**config.mk**
```make
export PLATFORM = sky130hd
export DESIGN_NAME = pipe_stage_reg
export DESIGN_NICKNAME = d
export VERILOG_FILES = /design/src/rtl/pipe_stage_reg.sv
export SDC_FILE = /design/constraint.sdc
export NUM_CORES = 1
export LEC_CHECK = 0
export ABC_AREA = 1
export BUFFER_PORTS_ARGS = -buffer_cell sky130_fd_sc_hd__buf_4
export CAP_MARGIN = 10
export CORE_MARGIN = 5
export CORE_UTILIZATION = 49
export DETAILED_ROUTE_END_ITERATION = 7
export PLACE_DENSITY = 0.76
export SLEW_MARGIN = 20
export SYNTH_ARGS = -nofsm -noshare
export SYNTH_HDL_FRONTEND = slang
export SYNTH_SLANG_ARGS = --single-unit
```
**constraint.sdc**
```tcl
create_clock -name clk_i -period 1.7 [get_ports clk_i]
set_clock_uncertainty 0.15 [all_clocks]
set_input_delay 0.255 -clock clk_i [delete_from_list [all_inputs] [get_ports clk_i]]
set_output_delay 0.255 -clock clk_i [all_outputs]
set_load 0.02 [all_outputs]
```
**src/rtl/pipe_stage_reg.sv**
```systemverilog
// Parametrised pipeline stage register with a valid/ready handshake, a 2-entry skid buffer,
// a bubble-zeroed control field, synchronous flush and a saturating stall counter.
module pipe_stage_reg #(
  parameter int unsigned DATA_W = 64,
  parameter int unsigned CTRL_W = 8,
  parameter int unsigned CNT_W  = 16
) (
  input  logic              clk_i,
  input  logic              rst_i,
  input  logic              flush_i,
  input  logic              valid_i,
  output logic              ready_o,
  input  logic [CTRL_W-1:0] ctrl_i,
  input  logic [DATA_W-1:0] data_i,
  output logic              valid_o,
  input  logic              ready_i,
  output logic [CTRL_W-1:0] ctrl_o,
  output logic [DATA_W-1:0] data_o,
  output logic [1:0]        occ_o,
  output logic [CNT_W-1:0]  stall_cnt_o
);

  typedef enum logic [1:0] {
    EMPTY = 2'd0,
    ONE   = 2'd1,
    FULL  = 2'd2
  } state_t;

  state_t             state_q, state_d;
  logic               load_main_in, load_main_skid, load_skid;
  logic               accept, pop;
  logic [DATA_W-1:0]  main_data_q, skid_data_q;
  logic [CTRL_W-1:0]  main_ctrl_q, skid_ctrl_q;
  logic [CNT_W-1:0]   stall_cnt_q;

  // ready_o depends only on the state register, so ready_i never reaches it combinationally
  assign ready_o     = (state_q != FULL);
  assign valid_o     = (state_q != EMPTY);
  assign accept      = valid_i && ready_o;
  assign pop         = valid_o && ready_i;
  assign occ_o       = state_q;
  assign data_o      = main_data_q;
  assign ctrl_o      = valid_o ? main_ctrl_q : '0;
  assign stall_cnt_o = stall_cnt_q;

  always_ff @(posedge clk_i or negedge rst_i) begin
    if (!rst_i) begin
      state_q <= EMPTY;
    end else begin
      state_q <= state_d;
    end
  end

  always_comb begin
    state_d        = state_q;
    load_main_in   = 1'b0;
    load_main_skid = 1'b0;
    load_skid      = 1'b0;
    if (flush_i) begin
      state_d = EMPTY;
    end else begin
      case (state_q)
        EMPTY: begin
          if (accept) begin
            state_d      = ONE;
            load_main_in = 1'b1;
          end
        end
        ONE: begin
          if (accept && pop) begin
            load_main_in = 1'b1;
          end else if (accept) begin
            state_d   = FULL;
            load_skid = 1'b1;
          end else if (pop) begin
            state_d = EMPTY;
          end
        end
        FULL: begin
          if (pop) begin
            state_d        = ONE;
            load_main_skid = 1'b1;
          end
        end
        default: state_d = EMPTY;
      endcase
    end
  end

  // Payload registers carry no valid bit; occupancy lives entirely in state_q
  always_ff @(posedge clk_i or negedge rst_i) begin
    if (!rst_i) begin
      main_data_q <= '0;
      main_ctrl_q <= '0;
      skid_data_q <= '0;
      skid_ctrl_q <= '0;
    end else begin
      if (load_main_in) begin
        main_data_q <= data_i;
        main_ctrl_q <= ctrl_i;
      end else if (load_main_skid) begin
        main_data_q <= skid_data_q;
        main_ctrl_q <= skid_ctrl_q;
      end
      if (load_skid) begin
        skid_data_q <= data_i;
        skid_ctrl_q <= ctrl_i;
      end
    end
  end

  always_ff @(posedge clk_i or negedge rst_i) begin
    if (!rst_i) begin
      stall_cnt_q <= '0;
    end else if (valid_o && !ready_i && (stall_cnt_q != '1)) begin
      stall_cnt_q <= stall_cnt_q + CNT_W'(1);
    end
  end

endmodule

```
# Word level (Yosys, flattened, before mapping)
# Index checks and enable logic that the tools add are counted.
# totals
elab_cells	47
memories	0
ff_bits	162
latch_bits	0
ramBits	0
in_bits	77
output_inout_bits	92
romBits	0
# op_classes
div_mod_pow	0
n_eq_ne	8
shift	0
multipliers	0
add_sub_neg	1
bitwise_logic	0
reduce_logical	10
muxes	22
magnitude_cmp	0
# op_table
op	count
64-bit two-way mux	2
8-bit two-way mux	3
16-bit by 1-bit adder with 16-bit output, second input constant	1
16-bit != test, second input constant	1
2-bit two-way mux	6
1-bit two-way mux	9
3-bit != test, second input constant	3
2-bit case mux with 3 select lines	1
1-bit logical AND	5
4-bit != test, second input constant	1
4-bit AND reduction	1
2-bit nonzero test	2
2-bit by 1-bit == test with 1-bit output, second input constant	1
2-bit == test, second input constant	1
2-bit logical NOT	1
2-bit != test, second input constant	1
1-bit case mux with 2 select lines	1
1-bit logical NOT	1

# Depth between registers and ports, before layout
# logic_depth
word_depth	7
ltp_mapped	9
depth_no_buf	8

# Least setup slack after synthesis
# OpenSTA, ideal clock, no wires.
# synth_path
kind	register to register
start	register stall_cnt_q[0], in the netlist stall_cnt_o[0]
end	register stall_cnt_q[0], in the netlist stall_cnt_o[0]
setup_time_ns	0.117
path_stages_with_launch	10
required_time_ns	1.433
period_less_slack_ns	1.835
path_slack_ns	-0.135
path_buffers	1
arrival_ns	1.568
cell_sequence	dfrtp_1 -> ha_1 -> nand3_1 -> clkinv_1 -> nand2_2 -> o21ai_4 -> inv_2 -> buf_6 -> nand2_1 -> nand2_1
# synth_between
elab_chain_cells	2
elab_cells_between_ends	3
cone_classes	add/sub: 1; eq/ne: 1; reduce/logical: 1
# synth_lines
item	line	text
from (decl)	34	logic [CNT_W-1:0] stall_cnt_q;
from (signal assigned)	116	stall_cnt_q <= stall_cnt_q + CNT_W'(1);
branches (longest 2 deep; another with 16-bit by 1-bit adder with 16-bit output)	n/a	
# Several ways; the timed one is not identified.
# A chain may end at the register's enable or synchronous reset.

# Final worst setup path
# layout_path
start	register state_q[1], in the netlist occ_o[1]
end	output ctrl_o[7]
# layout_between
elab_chain_cells	2
# layout_lines
item	line	text
from (decl)	29	state_t state_q, state_d;
from (signal assigned)	50	state_q <= state_d;
2-bit nonzero test	38	assign valid_o = (state_q != EMPTY);
8-bit two-way mux	43	assign ctrl_o = valid_o ? main_ctrl_q : '0;
to (decl)	17	output logic [CTRL_W-1:0] ctrl_o,
# No other way between the ends.

==> flow_metrics.py <==
metrics = {
    "yosys": {
        "ys.warnings.count": 0,
        "syn_nets": 977,
        "syn_inst": 899,
        "seq_area_frac_synth_pct": 54.31,
        "synth_cell_types": 25,
        "syn_area_sq_mm": 0.007465,
        "synth_seq_cells": 162,
        "syn_avg_cell_area_sq_um": 8.303,
    },
    "critical_path": {
        "critPathRequiredTime_ps": 1290,
        "start_kind": "flip-flop",
        "worstSetupEndpointType": "primary output",
        "startpoint": "occ_o[1]",
        "rrSetupSlack_ps": -30,
        "setup.worst_path.end": "ctrl_o[7]",
        "critPathArrivalTime_ps": 1370,
        "criticalPathCategory": "flip-flop to primary output",
        "r2r_end": "skid_ctrl_q[3]",
        "r2r_start": "occ_o[1]",
        "path_max_fanout": 8,
        "reg2reg_depth": 6,
    },
    "timing": {
        "hold_violations": 0,
        "slew_headroom_pct": 73.38,
        "tightest_slew_ps": 399.3,
        "rsz0062_at_grt": "yes",
        "drv_slew": 0,
        "setup_viol_count_final": 15,
        "timing.final.crit_share_pct": 104.2,
        "worst_slack_ps": -71.27,
        "period_needed_ps": 1771,
        "max_freq_mhz": 564.6,
    },
    "final_layout": {
        "drive_above_1_share_pct": 23.85,
        "mostFrequentLayoutCells": "nand2_1, buf_4, dfrtp_1",
        "diodes": 0,
        "fill_cells": 1169,
        "stdcell_count": 1341,
        "layout.nets": 1218,
        "layout_commonest_cell": "nand2_1",
        "postLayoutCoreUtil_pct": 70.50,
        "areaGrowthSynthToFinish_pct": 42.51,
    },
    "grt": {
        "antenna_found_initial": 0,
        "grt_pass1_wl_um": 35870,
        "grt_usage_pct": 24.75,
        "grt_pass1_vias": 7128,
        "gr-total-overflow": 0,
        "grt_max_degree": 115,
    },
    "clock_tree": {
        "cts_buffer_depth": 2,
        "tritoncts": "yes",
        "numCtsBuffers": 17,
        "clockRootBuffer": "clkbuf_16",
        "htreeDepth": 4,
        "clk_latency_ps": 420,
        "cts.sinks": 162,
        "clkTransAtPathRegs_ps": 60,
    },
    "route": {
        "postRouteAntennaNets": 0,
        "wl_per_cell_um": 17.08,
        "vias": 7467,
        "drc": 0,
        "first_iter_violations": 583,
        "routed_wl_um": 22900,
        "vias_per_cell": 5.568,
        "drtPass1Iterations": 5,
    },
    "outcome": {
        "violations": "setup timing",
        "status": "finished with violations",
    },
    "placement": {
        "placed_cells": 1227,
        "place_congestion": 0.8215,
        "io_buffers": 168,
        "place.detailed.hpwl_um": 13590,
    },
    "floorplan": {
        "core_sq_mm": 0.01509,
        "start_util_pct": 49.47,
        "ios": 169,
        "die_w_um": 133.4,
        "rows": 45,
        "die_y_um": 133.4,
        "dieArea_sq_mm": 0.01780,
    },
    "min_path": {
        "hold_path_depth": 3,
        "hold_class": "primary input to flip-flop",
    },
    "power": {
        "powerDensity_mw_per_mm2": 1419,
        "vdd_drop_max_mv": 0.8117,
        "power.leakage_nw": 5.192,
    },
    "flow_run": {
        "cap_violations": 0,
    },
}
## power by group
| part | internal, mW | total (mW) | switching, mW |
|---|---|---|---|
| Clock | 2.19 | 3.70 | 1.51 |
| Sequential | 5.37 | 6.27 | 0.897 |
| Combinational | 2.17 | 5.13 | 2.95 |
## critical path, stage by stage (launching register included)
cell	delay, ps
dfrtp_2	440
nor2_4	160
buf_8	160
nor2_2	50
buf_6	120
## flip-flops by register name, summed over array words and instances, names as in the netlist
| register | cells |
|---|---|
| main_ctrl_q | 8 |
| skid_ctrl_q | 8 |
| skid_data_q | 64 |
| occ_o | 2 |
| data_o | 64 |
| stall_cnt_o | 16 |
## what timing repair did
action	4_1_cts	5_1_grt
gates cloned	2	2
buffers inserted	4	1
pin swaps	1	1
hold buffers	74	0
gates resized for setup	5	29
hold endpoints to repair	299	0
setup endpoints to repair	11	114
## metal layers
metal / up-vias / wire length (um) / global-route usage (%)
met1: 3569 / 9580 / 33.49
met5: - / 0 / 0
met3: 48 / 1647 / 4.569
li1: 3494 / - / -
met4: 0 / 591 / 8.686
met2: 356 / 11080 / 40.32
## synthesized netlist by cell type
library cell	instances	share of area, %
a31oi_1	64	5.4
and3_1	1	0.084
buf_1	3	0.15
buf_2	43	2.9
buf_4	8	0.80
buf_6	1	0.15
clkbuf_1	14	0.70
clkinv_1	1	0.050
dfrtp_1	162	54
ha_1	1	0.17
inv_1	29	1.5
inv_2	1	0.050
nand2_1	292	15
nand2_2	2	0.17
nand3_1	74	5.0
nand3_2	1	0.13
nand4_1	71	6.0
nor2_1	91	4.6
nor2_2	1	0.084
nor2_4	1	0.15
o211ai_1	1	0.10
o21ai_0	28	1.9
o21ai_4	1	0.22
o31ai_1	1	0.10
xnor2_1	7	0.82
## final cells by class
class	instances	area [sq um]	area share [%]
sequential	162	4064	38.20
clock buffer	22	454.2	4.270
tap	188	235.2	2.211
timing repair buffer	291	2644	24.85
clock inverter	10	110.1	1.035
inverter	31	116.4	1.094
multi-input combinational	637	3014	28.33
## worst min-delay path by stage
stage	from	endpoint	slack, ps
6_report	ready_i	data_o[60]	90
5_1_grt	ready_i	data_o[62]	90
4_1_cts	ready_i	data_o[1]	80
3_5_place_dp	rst_i	stall_cnt_o[1]	50
3_3_place_gp	rst_i	stall_cnt_o[2]	50
2_1_floorplan	rst_i	data_o[0]	-190
## kinds of logic (layout without fill, tap and decap cells)
group / count (synthesis) / after routing / share of synthesized area, %
and+or+nand+nor: 534 / 534 / 30.79
AOI/OAI and AO/OA: 95 / 95 / 7.660
adders and majority gates: 1 / 1 / 0.1676
DFF: 162 / 162 / 54.31
xor gates and xnor gates: 7 / 7 / 0.8213
buffers and inverters: 100 / 354 / 6.252
## metrics by stage
step                      hold slack, ps  cell area, sq um  total power [mW]  worst slack (ps)  setup TNS, ps
final                              91.42             10640             15.10            -71.27         -652.5
after detailed placement           52.67              9100             10.98             15.83              0
after CTS                          78.73             10520             14.96            -87.11         -679.1
after global placement             51.33              9100             10.82             71.22              0
after global routing               91.01             10640             15.96            -121.4          -3324
after floorplan                   -190.6              7480             8.933             38.15              0
(Power assumes the default switching activity.)
